===== src/rtl/alu_share_ctrl_pkg.sv =====
// Shared definitions for the ALU sharing controller: FSM encoding, opcode
// map, response flag layout and the carry-update opcode predicate.
package alu_share_ctrl_pkg;

    // Controller states
    typedef enum logic [1:0] {
        IDLE = 2'd0,
        EXEC = 2'd1,
        RESP = 2'd2
    } state_e;

    // Datapath widths
    localparam int unsigned DW = 16;  // operand width
    localparam int unsigned RW = 17;  // result width (carry/borrow in the MSB)
    localparam int unsigned SW = 4;   // opcode width
    localparam int unsigned FW = 5;   // response flag width

    // ALU opcode map
    localparam logic [SW-1:0] OP_ADD  = 4'b0000;
    localparam logic [SW-1:0] OP_ADC  = 4'b0001;
    localparam logic [SW-1:0] OP_SUB  = 4'b0010;
    localparam logic [SW-1:0] OP_SBC  = 4'b0011;
    localparam logic [SW-1:0] OP_AND  = 4'b0100;
    localparam logic [SW-1:0] OP_OR   = 4'b0101;
    localparam logic [SW-1:0] OP_XOR  = 4'b0110;
    localparam logic [SW-1:0] OP_NOT  = 4'b0111;
    localparam logic [SW-1:0] OP_INC  = 4'b1000;
    localparam logic [SW-1:0] OP_DEC  = 4'b1001;
    localparam logic [SW-1:0] OP_PASA = 4'b1010;
    localparam logic [SW-1:0] OP_PASB = 4'b1011;
    localparam logic [SW-1:0] OP_LSL  = 4'b1100;
    localparam logic [SW-1:0] OP_ROL  = 4'b1101;
    localparam logic [SW-1:0] OP_ASR  = 4'b1110;
    localparam logic [SW-1:0] OP_LSR  = 4'b1111;

    // Bit positions inside rsp_flags
    localparam int unsigned FLG_C = 4;
    localparam int unsigned FLG_Z = 3;
    localparam int unsigned FLG_N = 2;
    localparam int unsigned FLG_V = 1;
    localparam int unsigned FLG_P = 0;

    // Operation latched into the ALU drive registers on a grant
    typedef struct packed {
        logic [DW-1:0] op1;
        logic [DW-1:0] op2;
        logic [SW-1:0] sel;
        logic          cin;
    } alu_cmd_t;

    // Only the add/sub family writes a requester's stored carry flag
    function automatic logic op_updates_carry(input logic [SW-1:0] sel);
        return (sel >= OP_ADD) && (sel <= OP_SBC);
    endfunction

endpackage


===== src/rtl/alu_share_ctrl_rr_pick.sv =====
// Combinational round-robin picker. Searches upward from ptr+1 (wrapping
// modulo N) and returns the first requesting index as one-hot and encoded.
module alu_share_ctrl_rr_pick #(
    parameter int unsigned N   = 4,
    parameter int unsigned IDW = 2
) (
    input  logic [N-1:0]   req,
    input  logic [IDW-1:0] ptr,
    output logic [N-1:0]   grant,
    output logic [IDW-1:0] id,
    output logic           found
);

    logic [IDW-1:0] idx;

    // Rotating priority search; the first hit past ptr wins
    always_comb begin
        grant = '0;
        id    = '0;
        found = 1'b0;
        idx   = '0;
        for (int unsigned k = 1; k <= N; k++) begin
            idx = IDW'((32'(ptr) + k) % N);
            if (!found && req[idx]) begin
                found      = 1'b1;
                grant[idx] = 1'b1;
                id         = idx;
            end
        end
    end

endmodule


===== src/rtl/alu_share_ctrl.sv =====
// Shares one combinational 16-bit ALU among N requesters. Round-robin grant
// in IDLE, one cycle of execution, then the result is held on a single
// response channel until accepted. A carry flag per requester keeps
// multi-word add/sub chains from different requesters independent.
module alu_share_ctrl
    import alu_share_ctrl_pkg::*;
#(
    parameter int unsigned N   = 4,
    parameter int unsigned IDW = 2
) (
    input  logic              clk,
    input  logic              rst_n,

    input  logic [N-1:0]      req_valid,
    output logic [N-1:0]      req_ready,
    input  logic [DW*N-1:0]   req_op1,
    input  logic [DW*N-1:0]   req_op2,
    input  logic [SW*N-1:0]   req_sel,
    input  logic [N-1:0]      req_chain,
    input  logic [N-1:0]      clr_carry,

    output logic [DW-1:0]     alu_op1,
    output logic [DW-1:0]     alu_op2,
    output logic [SW-1:0]     alu_sel,
    output logic              alu_carry_in,
    input  logic [RW-1:0]     alu_out,
    input  logic              alu_zero,
    input  logic              alu_neg,
    input  logic              alu_overflow,
    input  logic              alu_parity,

    output logic              rsp_valid,
    input  logic              rsp_ready,
    output logic [IDW-1:0]    rsp_id,
    output logic [RW-1:0]     rsp_data,
    output logic [FW-1:0]     rsp_flags,

    output logic              busy,
    output logic [N-1:0]      carry_flags
);

    state_e         state;
    logic [IDW-1:0] rr_ptr;
    logic [IDW-1:0] cur_id;

    logic [N-1:0]   grant;
    logic [IDW-1:0] grant_id;
    logic           grant_found;

    alu_cmd_t       pick_cmd;
    logic [FW-1:0]  exec_flags;

    alu_share_ctrl_rr_pick #(
        .N   (N),
        .IDW (IDW)
    ) u_rr_pick (
        .req   (req_valid),
        .ptr   (rr_ptr),
        .grant (grant),
        .id    (grant_id),
        .found (grant_found)
    );

    // Accept is offered only while idle; held low throughout reset so every
    // output reads zero while rst_n is asserted
    always_comb begin
        req_ready = '0;
        if (rst_n && (state == IDLE)) begin
            req_ready = grant;
        end
    end

    // Select the granted requester's payload; chained ops pull its own carry
    always_comb begin
        pick_cmd = '0;
        for (int i = 0; i < N; i++) begin
            if (grant[i]) begin
                pick_cmd.op1 = req_op1[DW*i +: DW];
                pick_cmd.op2 = req_op2[DW*i +: DW];
                pick_cmd.sel = req_sel[SW*i +: SW];
                pick_cmd.cin = req_chain[i] & carry_flags[i];
            end
        end
    end

    // Pack ALU status into the response flag layout; carry reported for all ops
    always_comb begin
        exec_flags        = '0;
        exec_flags[FLG_C] = alu_out[RW-1];
        exec_flags[FLG_Z] = alu_zero;
        exec_flags[FLG_N] = alu_neg;
        exec_flags[FLG_V] = alu_overflow;
        exec_flags[FLG_P] = alu_parity;
    end

    // Control FSM with registered ALU drive and response outputs
    always_ff @(posedge clk or negedge rst_n) begin
        if (!rst_n) begin
            state        <= IDLE;
            rr_ptr       <= IDW'(N - 1);
            cur_id       <= '0;
            alu_op1      <= '0;
            alu_op2      <= '0;
            alu_sel      <= '0;
            alu_carry_in <= 1'b0;
            rsp_valid    <= 1'b0;
            rsp_id       <= '0;
            rsp_data     <= '0;
            rsp_flags    <= '0;
            busy         <= 1'b0;
        end else begin
            unique case (state)
                IDLE: begin
                    if (grant_found) begin
                        alu_op1      <= pick_cmd.op1;
                        alu_op2      <= pick_cmd.op2;
                        alu_sel      <= pick_cmd.sel;
                        alu_carry_in <= pick_cmd.cin;
                        cur_id       <= grant_id;
                        rr_ptr       <= grant_id;
                        busy         <= 1'b1;
                        state        <= EXEC;
                    end
                end
                EXEC: begin
                    // ALU is combinational: its result is settled by this edge
                    rsp_data  <= alu_out;
                    rsp_id    <= cur_id;
                    rsp_flags <= exec_flags;
                    rsp_valid <= 1'b1;
                    state     <= RESP;
                end
                RESP: begin
                    if (rsp_ready) begin
                        rsp_valid <= 1'b0;
                        busy      <= 1'b0;
                        state     <= IDLE;
                    end
                end
                default: begin
                    state <= IDLE;
                end
            endcase
        end
    end

    // Per-requester carry storage; an explicit clear beats an EXEC update
    always_ff @(posedge clk or negedge rst_n) begin
        if (!rst_n) begin
            carry_flags <= '0;
        end else begin
            for (int i = 0; i < N; i++) begin
                if (clr_carry[i]) begin
                    carry_flags[i] <= 1'b0;
                end else if ((state == EXEC) && (cur_id == IDW'(i)) &&
                             op_updates_carry(alu_sel)) begin
                    carry_flags[i] <= alu_out[RW-1];
                end
            end
        end
    end

endmodule


===== config.mk =====
export PLATFORM = sky130hd
export DESIGN_NAME = alu_share_ctrl
export DESIGN_NICKNAME = d
export VERILOG_FILES = /design/src/rtl/alu_share_ctrl_pkg.sv /design/src/rtl/alu_share_ctrl_rr_pick.sv /design/src/rtl/alu_share_ctrl.sv
export SDC_FILE = /design/constraint.sdc
export NUM_CORES = 1
export LEC_CHECK = 0
export CAP_MARGIN = 20
export CORE_UTILIZATION = 25
export CTS_CLUSTER_DIAMETER = 80
export CTS_CLUSTER_SIZE = 14
export DETAILED_ROUTE_END_ITERATION = 8
export PLACE_DENSITY = 0.56
export SETUP_SLACK_MARGIN = 0.15
export SLEW_MARGIN = 0
export SYNTH_ARGS = -nofsm -noshare
export SYNTH_HDL_FRONTEND = slang
export SYNTH_SLANG_ARGS = --single-unit

===== constraint.sdc =====
create_clock -name clk -period 4.67 [get_ports clk]
set_clock_uncertainty 0.15 [all_clocks]
set_input_delay 0.934 -clock clk [delete_from_list [all_inputs] [get_ports clk]]
set_output_delay 0.934 -clock clk [all_outputs]
set_load 0.005 [all_outputs]

### After elaboration in Yosys (flattened, before gate mapping)

Index checks and enable logic that the tools add are counted.

| storage, ports and cells | value |
|---|---|
| bits in registers | 73 |
| latch bits | 0 |
| RAM bits | 0 |
| ROM bits | 0 |
| bits of input ports | 180 |
| memories | 0 |

| operators by class | value |
|---|---|
| add/sub/neg operators | 4 |
| multiply operators | 0 |
| div/mod/pow operators | 0 |
| $lt $le $gt $ge | 10 |
| equality and inequality tests | 7 |
| shifts and indexed selects | 0 |
| multiplexer cells | 48 |
| bitwise logic cells | 7 |
| reduce and logical (&&, ||, !) cells | 32 |

Operators by type and width:

| operator | count |
|---|---|
| $mux 37 | 4 |
| $mux 1 | 22 |
| $mux 4 | 5 |
| $logic_and 1x1->1 | 17 |
| $lt 2x3->1 const B | 4 |
| $mux 2 | 6 |
| $or 4x4->4 | 3 |
| $reduce_bool 2->1 | 6 |
| $bmux 1 s2 | 4 |
| $demux 1 s2 | 4 |
| $ge 2x1->1 const B | 4 |
| $eq 2x2->1 const B | 3 |
| $pmux 2 s3 | 1 |
| $reduce_and 2->1 | 3 |
| $add 2x1->2 const B | 2 |
| $add 2x2->2 const B | 2 |
| $and 1x1->1 | 4 |
| $eq 2x1->1 const B | 2 |
| $ge 4x1->1 const B | 1 |
| $le 4x2->1 const B | 1 |
| $logic_not 2->1 | 2 |
| $ne 2x2->1 const B | 2 |
| $pmux 1 s2 | 2 |
| $logic_not 1->1 | 3 |
| $reduce_and 3->1 | 1 |

### Depth between registers and ports, before layout

Gate-level depths: netlist of the first run.

| depth | value |
|---|---|
| depth in word-level cells | 17 |
| depth in mapped cells | 12 |
| depth with buffers taken out | 8 |

### By module

From an unflattened synthesis of the first run, not the netlist that was laid out.

| second synthesis, totals | value |
|---|---|
| cell total of the unflattened synthesis | 527 |
| area, all modules | 4571.9 µm² |

By module, submodules not included:

| module | times used | cells an instance | area each (µm²) | seq. area each (µm²) |
|---|---|---|---|---|
| alu_share_ctrl | 1 | 441 | 3942.5 | 1804.2 |
| alu_share_ctrl_rr_pick | 1 | 86 | 629.4 | 0.0 |

### Worst setup path before layout of the first run

No wires, ideal clock.

| path | value |
|---|---|
| path type | reg-to-output |
| from | register rr_ptr[0] |
| to | output port req_ready[2] |
| arrival time | 2620 ps |
| data required time | 3586 ps |
| slack | 966 ps |
| cell stages (with the launch flop) | 11 |
| buffers on the path | 4 |
| cell sequence | dfstp_2 > buf_6 > inv_1 > ha_1 > mux4_2 > nor4b_4 > buf_2 > a21oi_1 > buf_2 > buf_2 > nor2_1 |

| on the way | value |
|---|---|
| word-level cells in the longest chain between the ends | 14 |

RTL lines:

| what | line | source |
|---|---|---|
| start: declaration | alu_share_ctrl.sv:43 | `logic [IDW-1:0] rr_ptr;` |
| start signal: assignment | alu_share_ctrl.sv:100 | `rr_ptr <= IDW'(N - 1);` |
| start signal: assignment | alu_share_ctrl.sv:120 | `rr_ptr <= grant_id;` |
| parallel branches: the longest is 12 deep, another holds $lt 2x3->1 | - |  |
| $mux 4 (*) | alu_share_ctrl_rr_pick.sv:24 | `if (!found && req[idx]) begin` |
| $mux 4 (*) | alu_share_ctrl.sv:68 | `if (rst_n && (state == IDLE)) begin` |
| end: declaration | alu_share_ctrl.sv:15 | `output logic [N-1:0] req_ready,` |

Mark *: on every way between the ends. The select of a mux whose other input is x is not followed.

### Worst setup path after layout of the first run

| path | value |
|---|---|
| from | input port req_valid[1] |
| to | output port req_ready[3] |

| on the way | value |
|---|---|
| word-level cells in the longest chain between the ends | 13 |

RTL lines:

| what | line | source |
|---|---|---|
| start: declaration | alu_share_ctrl.sv:14 | `input logic [N-1:0] req_valid,` |
| $bmux 1 s2 | alu_share_ctrl_rr_pick.sv:24 |  |
| $mux 1 (implied by the code) | alu_share_ctrl_rr_pick.sv:24 |  |
| $mux 1 | alu_share_ctrl_rr_pick.sv:24 |  |
| $logic_not 1->1 | alu_share_ctrl_rr_pick.sv:24 |  |
| $logic_and 1x1->1 | alu_share_ctrl_rr_pick.sv:24 |  |
| $mux 1 | alu_share_ctrl_rr_pick.sv:24 |  |
| $logic_not 1->1 | alu_share_ctrl_rr_pick.sv:24 |  |
| $logic_and 1x1->1 | alu_share_ctrl_rr_pick.sv:24 |  |
| $mux 1 | alu_share_ctrl_rr_pick.sv:24 |  |
| $logic_not 1->1 | alu_share_ctrl_rr_pick.sv:24 |  |
| $logic_and 1x1->1 | alu_share_ctrl_rr_pick.sv:24 |  |
| $mux 4 (*) | alu_share_ctrl_rr_pick.sv:24 |  |
| $mux 4 (*) | alu_share_ctrl.sv:68 |  |

Mark *: on every way between the ends. The rest lies on a longest branch, timed or not. The select of a mux whose other input is x is not followed.

==> results of run 1 <==
==> cell type report <==
cell class                 count  share of cell area (%)
timing repair buffer         281                   31.13
clock buffer                  10                   2.673
antenna                        2                 0.05598
sequential                    72                   20.18
inverter                      41                   1.721
clock inverter                 6                  0.8118
multi-input combinational    532                   39.44
tap                          285                   3.989
==> through the flow <==
step                util [%]  instances  area [um2]  total power [mW]
floorplan                  -        724        5794             4.440
global placement       37.91       1209        8608             6.381
detailed placement     37.91       1209        8608             6.413
CTS                    39.28       1225        8920             7.203
global route           39.37       1229        8940             7.748
finish                 39.37       1229        8940             7.150
==> kinds of logic (layout without fill, tap and decap cells) <==
family / Yosys count / in the layout / share of synthesized area, %
compound gates: 280 / 280 / 35.35
xor+xnor: 2 / 2 / 0.3024
fa+ha+maj: 8 / 8 / 1.728
buf+inv: 120 / 338 / 8.940
flops: 72 / 72 / 31.14
mux: 12 / 12 / 3.023
other cells: 0 / 2 / 0
simple gates: 230 / 230 / 19.52
==> routing by layer <==
layer,vias up,global-route usage (%),share of wire [%]
li1,3095,-,-
met1,3008,26.91,45
met2,192,33.90,48
met3,35,2.942,4.2
met4,0,7.190,2.5
met5,-,0,0
==> state kept, by name, indices dropped and copies added, names as in the netlist <==
| name | flops |
|---|---|
| busy | 1 |
| alu_op1 | 16 |
| rsp_flags | 4 |
| rsp_data | 17 |
| alu_op2 | 16 |
| state | 2 |
| rr_ptr | 2 |
| alu_sel | 4 |
| alu_carry_in | 1 |
| rsp_valid | 1 |
| carry_flags | 4 |
| cur_id | 2 |
| rsp_id | 2 |
==> where the power goes <==
| group | leakage, nW | internal (mW) | switching [mW] | total [mW] |
|---|---|---|---|---|
| clock network | 0.150 | 0.436 | 0.319 | 0.755 |
| registers | 0.876 | 0.965 | 0.189 | 1.15 |
| logic | 2.73 | 2.24 | 3.00 | 5.24 |
| total | 3.75 | 3.65 | 3.50 | 7.15 |
==> worst max-delay path by stage <==
stage / from / to / slack, ns / cells after the start
after global placement: req_valid[1] / req_ready[1] / 0.24 / 8
final: req_valid[1] / req_ready[3] / 0.23 / 7
after CTS: req_valid[1] / req_ready[1] / 0.20 / 8
after floorplan: rr_ptr[0] / req_ready[2] / 0.97 / 10
after global routing: req_valid[0] / req_ready[2] / 0.16 / 8
after detailed placement: req_valid[1] / req_ready[1] / 0.21 / 8
==> layout by cell type, fill, tap and decap left out, types with 16 or more instances in the layout <==
cell type	n
o31a_1	36
clkdlybuf4s50_1	249
inv_1	40
a21boi_0	36
and3_1	36
nand2_1	115
o211ai_1	37
nor2_1	16
buf_4	28
o21bai_1	36
o31ai_1	36
nor4_1	37
a211oi_1	36
dfrtp_1	70
a21oi_1	46
==> worst register-to-register path, delay by kind of cell, from the launching register on <==
kind	cells	cell delay (ns)
flops	1	0.63
mux	1	0.37
compound gates	2	0.42
buf+inv	4	1.00
fa+ha+maj	1	0.40
simple gates	3	0.80
==> run_results.csv, run 1 <==
group,metric,value,unit
outcome,status,"finished clean",
sta,rsz0062_at_grt,"no",
cts,htree_levels,3,
yosys,synth_commonest_cells,"nand2_1, dfrtp_1, a21oi_1, inv_1",
finish,ff_latch_area,0.001804,mm2
critical_path,crit_fanout,7,
critical_path,crit_path_frequent_cell,"clkdlybuf4s50_1",
critical_path,end_kind,"output pin",
placed_design,post-dp-hpwl,16340,um
sta,setup_tns,0,ns
critical_path,cpPeakStageDelay,0.59,ns
power_and_ir_drop,powerDensity,799.8,mW/mm2
grt,antenna_found_initial,2,
floorplanning,start_util,25.52,%
critical_path,path_delay_family,"buffers and inverters",
yosys,synth_top_area_share,30.23,%
sta,worst_pin_slew,0.8312,ns
placed_design,dp_slack,0.2071,ns
power_and_ir_drop,p_leak,3.753,nW
yosys,syn_nets,912,
cts,cts_resized,0,
yosys,syn_area,0.005794,mm2
cts,cts_tree,"yes",
critical_path,crit_buf_inv,3,
yosys,seq_area_frac_synth,31.14,%
yosys,synth_ff_type,"dfrtp_1",
sta,holdWs,0.3259,ns
grt,overflow,0,
detailed_routing,drt_iter0_drc,306,
yosys,synth_cells,724,
yosys,synth_edf_count,0,
floorplanning,coreArea,0.02271,mm2
grt,grt.total_usage,20.39,%
sta,finalCritPeriodShare,95.08,%
worst_hold_path,hold_end,"rsp_id[0]",
yosys,synthTopCellsByArea,"dfrtp_1, nand2_1, o31a_1",
detailed_routing,routedWlPerCell,19.91,um
floorplanning,num_rows,55,
yosys,synth.most_common_cell,"nand2_1",
critical_path,rr_worst_depth,11,
cts,cts_setup_buffers,0,
sta,fin_ws,0.2298,ns
cts,max-clock-path-buffers,2,
critical_path,arrival,3.36,ns
sta,hold_viol,0,
yosys,postSynthAreaPerCell,8.003,um2
cts,cts_hold_buf,0,
critical_path,r2r_start,"rr_ptr[1]",
finish,fillers,2247,
floorplanning,die_area,0.02379,mm2
sta,max_freq,225.2,MHz
critical_path,r2r-end,"alu_op1[6]",
floorplanning,die_w,154.2,um
grt,grt_max_degree,69,
grt,grt_pass1_vias,6183,
critical_path,rrSetupSlack,0.80,ns
detailed_routing,firstDrtPassIters,7,
critical_path,worstSetupStartpointType,"input pin",
cts,path_clk_slew,0.07,ns
finish,drive_gt1_share,7.537,%
yosys,yosysWarnings,0,
cts,clk_latency,0.34,ns
finish,multi_input_area,0.003526,mm2
detailed_routing,wirelength,24470,um
job,cap_violations,0,
yosys,async_reset_ff_share,100.0,%
cts,cts_buffers,9,
worst_hold_path,hold_depth,2,
sta,setup_viol,0,
power_and_ir_drop,peakVddDrop,0.4580,mV
floorplanning,die_h,154.2,um
yosys,synth_top_area_cell,"dfrtp_1",
yosys,yosysUniqueCellTypes,47,
sta,slew-limit-headroom,44.46,%
detailed_routing,vias,6330,
cts,cts-root-buf,"clkbuf_16",
yosys,yosys_register_bits,72,
finish,syn_to_final_growth,54.29,%
critical_path,cp.required,3.59,ns
worst_hold_path,hp-class,"register to register",
critical_path,crit_type,"input pin to output pin",
critical_path,crit_chain,"clkdlybuf4s50_1 -> mux4_2 -> buf_4 -> nand3b_1 -> a21o_1 -> a21oi_1 -> clkdlybuf4s50_1",
placed_design,port_buffers,250,
worst_hold_path,hp-start,"rsp_id[0]",
grt,grt_pass1_wl,37160,um
sta,finalMaxSlewViolations,0,
detailed_routing,vias_per_cell,5.151,
sta,post-route-min-period,4.440,ns
detailed_routing,postRouteAntennaNets,0,
critical_path,crit_slowest_cell,"mux4_2",
detailed_routing,drc_errors,0,
placed_design,place.gp.congestion,0.8012,
floorplanning,ios,251,
finish,nets,1125,
cts,clock-sinks,72,
No activity file was read; power rests on OpenSTA's default activity.
==> run 2: changes to the inputs <==
- GPL_TIMING_DRIVEN: unset -> 1
- clock period: 4.67 -> 4.1 ns (I/O delays scaled with it)
==> run 2 against run 1 <==
Final cell count grew 0.90%. Hold slack worse by 0.0012 ns. First-iteration DRC count increased by 25%. Final area is 0.88% higher. Register-to-register slack got worse by 0.28 ns. Clock power rose by 11%. Utilization up 0.35 points. Wire length is 0.54% lower. Via count up 0.36%. Largest power group unchanged. Highest routed layer unchanged.
==> run_results.csv, run 2 (synthesis gave the netlist of run 1 again) <==
group,metric,value,unit
sta,slew-limit-headroom,44.77,%
grt,grt_max_degree,69,
critical_path,worstSetupStartpointType,"register",
outcome,status,"finished clean",
floorplanning,die_area,0.02379,mm2
sta,setup_viol,0,
cts,cts_hold_buf,0,
floorplanning,die_w,154.2,um
detailed_routing,firstDrtPassIters,5,
detailed_routing,wirelength,24330,um
detailed_routing,drc_errors,0,
finish,drive_gt1_share,8.919,%
finish,largest-register,"rsp_data",
finish,largest_reg_flops,17,
cts,path_clk_slew,0.07,ns
cts,cts_buffers,9,
finish,layout_commonest_cell,"clkdlybuf4s50_1",
cts,htree_levels,3,
power_and_ir_drop,peakVddDrop,0.7029,mV
critical_path,crit_type,"register to output pin",
finish,top_regs,"rsp_data x17, alu_op1 x16, alu_op2 x16",
floorplanning,num_rows,55,
critical_path,crit_fanout,6,
placed_design,post-dp-hpwl,16230,um
critical_path,cp.required,3.13,ns
finish,fillers,2300,
floorplanning,die_h,154.2,um
sta,finalMaxSlewViolations,0,
grt,grt.total_usage,20.42,%
detailed_routing,vias_per_cell,5.123,
cts,clk_latency,0.35,ns
sta,worst_pin_slew,0.8266,ns
critical_path,crit_slowest_cell,"dfstp_2",
sta,rsz0062_at_grt,"no",
grt,overflow,0,
grt,antenna_found_initial,2,
sta,setup_tns,0,ns
finish,final_cell_mix,"clkdlybuf4s50_1, nand2_1, dfrtp_1, a21oi_1, inv_1",
floorplanning,coreArea,0.02271,mm2
power_and_ir_drop,power,8.248,mW
floorplanning,ios,251,
power_and_ir_drop,powerDensity,914.5,mW/mm2
floorplanning,start_util,25.52,%
cts,max-clock-path-buffers,2,
detailed_routing,routedWlPerCell,19.62,um
worst_hold_path,hp-class,"register to register",
critical_path,crit_path_frequent_cell,"buf_4",
grt,grt_pass1_wl,37030,um
critical_path,arrival,2.80,ns
critical_path,cpPeakStageDelay,0.53,ns
placed_design,port_buffers,250,
cts,cts_tree,"yes",
detailed_routing,vias,6353,
finish,syn_to_final_growth,55.65,%
detailed_routing,drt_iter0_drc,383,
job,cap_violations,0,
cts,clock-sinks,72,
sta,hold_viol,0,
grt,grt_pass1_vias,6134,
sta,finalCritPeriodShare,92.05,%
critical_path,end_kind,"output pin",
critical_path,crit_buf_inv,4,
critical_path,path_delay_family,"buffers and inverters",
placed_design,post_dp_cell_area,0.008698,mm2
finish,nets,1136,
finish,fin_util,39.71,%
cts,cts-root-buf,"clkbuf_16",
sta,max_freq,265.0,MHz
detailed_routing,postRouteAntennaNets,0,
finish,final_area,0.009019,mm2
critical_path,crit_chain,"inv_1 -> ha_1 -> mux4_2 -> nor4b_4 -> buf_4 -> buf_4 -> a21oi_4 -> nor2_1 -> dlygate4sd2_1",
sta,post-route-min-period,3.774,ns
power_and_ir_drop,p_leak,3.840,nW
placed_design,place.gp.congestion,0.7990,
[run 2: changes by cell type in the layout (fill, tap and decap cells not counted), moves of 2 or more]
cell and change:
dlygate4sd2_1 +7, a21oi_1 -2, buf_4 +11, a21oi_2 +2, clkdlybuf4s50_1 -8, clkinv_4 +2
[run 2: worst min-delay path: stages, from the launching register on]
cell,delay [ns]
dfrtp_1,0.34
nand2_1,0.05
nand2_1,0.05
[run 2: worst paths after layout]
| kind | startpoint | to | slack (ns) | depth (start not counted) |
|---|---|---|---|---|
| max in group asynchronous | rst_n | carry_flags[3] | 2.42 | 3 |
| min in group asynchronous | rst_n | alu_op1[14] | 0.42 | 2 |
| max reg2reg | rr_ptr[0] | alu_op1[11] | 0.52 | 11 |
| min reg2reg | rsp_data[5] | rsp_data[5] | 0.32 | 2 |
| max | rr_ptr[0] | req_ready[2] | 0.33 | 9 |
| min | rsp_data[5] | rsp_data[5] | 0.32 | 2 |
[run 2: metal layers]
layer  global-route usage, %  share of wire [%]  routed length, um
met3                   2.438                4.0                982
met4                   8.238                2.6                640
met1                   27.97                 47              11370
met2                   32.60                 47              11350
met5                       0                  0                  0
[run 2: cell type report]
class	count	area (um2)	share of cell area [%]
clock inverter	7	78.83	0.8740
sequential	72	1804	20.01
inverter	41	153.9	1.706
antenna	2	5.005	0.05549
timing repair buffer	292	2859	31.70
multi-input combinational	532	3536	39.21
tap	285	356.6	3.954
clock buffer	9	225.2	2.497
[run 2: what timing repair did]
| item | 4_1_cts | 5_1_grt |
|---|---|---|
| pin swaps | 1 | 0 |
| resized for setup | 9 | 2 |
| endpoints found under the hold margin | 0 | 0 |
| endpoints found under the setup margin | 4 | 1 |
| setup buffers | 1 | 0 |
[run 2: power by group]
| group | internal (mW) | total [mW] | switching (mW) |
|---|---|---|---|
| combinational | 2.65 | 6.11 | 3.46 |
| sequential | 1.10 | 1.31 | 0.207 |
| clock | 0.478 | 0.836 | 0.357 |
| total | 4.23 | 8.25 | 4.02 |
[run 2: metrics by stage]
stage / std cells / worst slack [ns] / hold slack [ns]
finish: 1240 / 0.3258 / 0.3247
global route: 1240 / 0.1800 / 0.3486
CTS: 1238 / 0.1766 / 0.3292
detailed placement: 1221 / -0.1451 / 0.3123
global placement: 1221 / -0.09319 / 0.3088
floorplan: 724 / 0.5098 / 0.3197
==> run 3: changes to the inputs <==
- ABC_CLOCK_PERIOD_IN_PS: unset -> 4100
- CORE_UTILIZATION: 25 -> 40
- PLACE_DENSITY: 0.56 -> 0.86
- SYNTH_HIERARCHICAL: unset -> 1
==> run 3 against run 2 <==
First-iteration DRC count is 20% lower. Final cell count is 27% lower. Register-to-register slack better by 0.22 ns. Final area is 16% lower. Largest power group unchanged.
==> run_results.csv, run 3 <==
group,metric,value,unit
yosys,postSynthAreaPerCell,8.675,um2
sta,max_freq,256.3,MHz
cts,cts_hold_buf,0,
finish,final_cell_mix,"clkdlybuf4s50_1, dfrtp_1, nand2_1, inv_1, a21oi_1",
finish,layout_commonest_cell,"clkdlybuf4s50_1",
finish,fin_util,68.97,%
sta,slew-limit-headroom,39.11,%
yosys,syn_nets,715,
detailed_routing,postRouteAntennaNets,0,
detailed_routing,drt_iter0_drc,306,
grt,grt-busiest-layer,"met2",
outcome,status,"finished clean",
cts,cts_buffers,9,
detailed_routing,firstDrtPassIters,4,
detailed_routing,wirelength,16050,um
power_and_ir_drop,power_frac_comb,65.1,%
critical_path,cp-startpoint,"req_valid[0]",
placed_design,place.gp.congestion,0.8322,
yosys,synth.most_common_cell,"dfrtp_1",
sta,post-route-min-period,3.901,ns
detailed_routing,vias,5072,
floorplanning,ios,251,
sta,finalMaxSlewViolations,0,
placed_design,port_buffers,250,
critical_path,crit_fanout,11,
power_and_ir_drop,intPower,3.541,mW
placed_design,post-dp-hpwl,11290,um
finish,n_antenna_cell,0,
power_and_ir_drop,p_clk_share,12.9,%
finish,fillers,879,
finish,top_regs,"rsp_data x17, alu_op1 x16, alu_op2 x16",
floorplanning,die_w,108.9,um
grt,grt_use_met3,9.026,%
cts,max-clock-path-buffers,2,
yosys,syn_area,0.004572,mm2
yosys,synth_top_area_cell,"dfrtp_1",
power_and_ir_drop,powerDensity,789.8,mW/mm2
critical_path,arrival,2.93,ns
yosys,seq_area_frac_synth,39.46,%
power_and_ir_drop,p_sw,2.442,mW
finish,syn_to_final_growth,65.68,%
sta,holdWs,0.1293,ns
cts,cts-root-buf,"clkbuf_16",
yosys,async_reset_ff_share,100.0,%
yosys,synth_edf_count,0,
cts,path_clk_slew,0.06,ns
floorplanning,num_rows,38,
cts,clock-sinks,72,
finish,drive_gt1_share,10.01,%
grt,gr-usage-met2,44.65,%
grt,met1_usage,29.06,%
floorplanning,die_h,108.9,um
yosys,synthTopCellsByArea,"dfrtp_1, a221o_1, nand3b_1",
finish,largest_reg_flops,17,
detailed_routing,vias_per_cell,5.580,
finish,nets,952,
floorplanning,die_area,0.01186,mm2
critical_path,worstSetupStartpointType,"input pin",
yosys,yosysUniqueCellTypes,39,
detailed_routing,drc_errors,0,
grt,grt_pass1_vias,4954,
floorplanning,start_util,41.63,%
cts,clk_latency,0.33,ns
yosys,yosys_register_bits,72,
sta,worst_pin_slew,0.9133,ns
power_and_ir_drop,peakVddDrop,0.5976,mV
detailed_routing,routedWlPerCell,17.66,um
floorplanning,coreArea,0.01098,mm2
critical_path,end_kind,"output pin",
power_and_ir_drop,swShare,40.82,%
sta,hold_viol,0,
cts,htree_levels,3,
grt,grt_max_degree,78,
job,cap_violations,0,
yosys,synth_commonest_cells,"dfrtp_1, nand2_1, inv_1, a21oi_1, nor2_1",
yosys,synth_cells,527,
cts,cts_tree,"yes",
critical_path,r2r_start,"rr_ptr[0]",
finish,largest-register,"rsp_data",
sta,finalCritPeriodShare,95.15,%
yosys,synth_top_area_share,38.31,%
critical_path,crit_type,"input pin to output pin",
yosys,yosysWarnings,6,
sta,rsz0062_at_grt,"no",
critical_path,cp.required,3.13,ns
sta,setup_viol,0,
yosys,synth_ff_type,"dfrtp_1",
power_and_ir_drop,pwr-share-seq,22.0,%
grt,grt_pass1_wl,23710,um
worst_hold_path,hp-class,"input pin to async pin",
power_and_ir_drop,p_leak,3.085,nW
grt,grt.total_usage,25.93,%
grt,antenna_found_initial,0,
grt,overflow,0,
==> run 3: layout make-up <==
type	count	area (um2)	share of cell area, %
multi-input combinational	355	2405	31.75
clock buffer	10	229.0	3.023
clock inverter	6	58.81	0.7763
timing repair buffer	275	2711	35.79
tap	140	175.2	2.313
sequential	72	1804	23.82
inverter	51	191.4	2.527
==> run 3: timing repair <==
action,4_1_cts,5_1_grt
gates resized for setup,9,12
setup endpoints to repair,4,2
buffers inserted,2,2
pin swaps,0,5
gates cloned,1,0
==> run 3: metrics by stage <==
stage / setup WS [ns] / TNS [ns] / power [mW] / instances / area (um2)
after global placement: -0.08032 / -0.2510 / 4.995 / 887 / 7198
after floorplan: 0.2592 / 0 / 3.659 / 527 / 4573
after global routing: 0.1523 / 0 / 6.418 / 909 / 7575
final: 0.1989 / 0 / 5.983 / 909 / 7575
after detailed placement: -0.09810 / -0.2696 / 5.112 / 887 / 7198
after CTS: 0.1648 / 0 / 5.961 / 906 / 7528
==> run 3: cells by family after synthesis <==
logic type                 after synthesis  share of synthesized area [%]
and+or+nand+nor                        163                          18.42
AOI/OAI and AO/OA                      157                          24.11
buffers and inverters                  101                          9.004
DFF                                     72                          39.46
muxes                                   26                          6.814
adders and majority gates                8                          2.189
==> run 3: worst paths after layout <==
kind | endpoint | slack, ns | cells past startpoint
setup / recovery | req_ready[1] | 0.20 | 7
hold / removal | alu_op1[10] | 0.13 | 1
setup reg to reg | alu_op2[14] | 0.74 | 11
hold reg to reg | rsp_id[0] | 0.34 | 2
max in group asynchronous | alu_carry_in | 2.59 | 2
min in group clk | rsp_id[0] | 0.34 | 2
==> run 3: per-layer routing <==
layer | vias up | routed length (um)
met5 | - | 0
met4 | 0 | 371
met3 | 30 | 1609
met2 | 252 | 7956
met1 | 2397 | 6112
li1 | 2393 | -
==> run 3: power groups by stage <==
stage	Clock (mW)	Sequential (mW)	Combinational (mW)
floorplan	0	1.32	2.34
CTS	0.790	1.32	3.86
detailed placement	0	1.33	3.78
global route	0.820	1.36	4.24
finish	0.773	1.31	3.90
global placement	0	1.30	3.69
==> run 3: worst max-delay path: stages <==
cell and delay (ns):
dlygate4sd2_1 0.27, buf_6 0.15, mux4_2 0.47, buf_4 0.17, a2111o_2 0.47, and3_1 0.15
clkdlybuf4s50_1 0.43
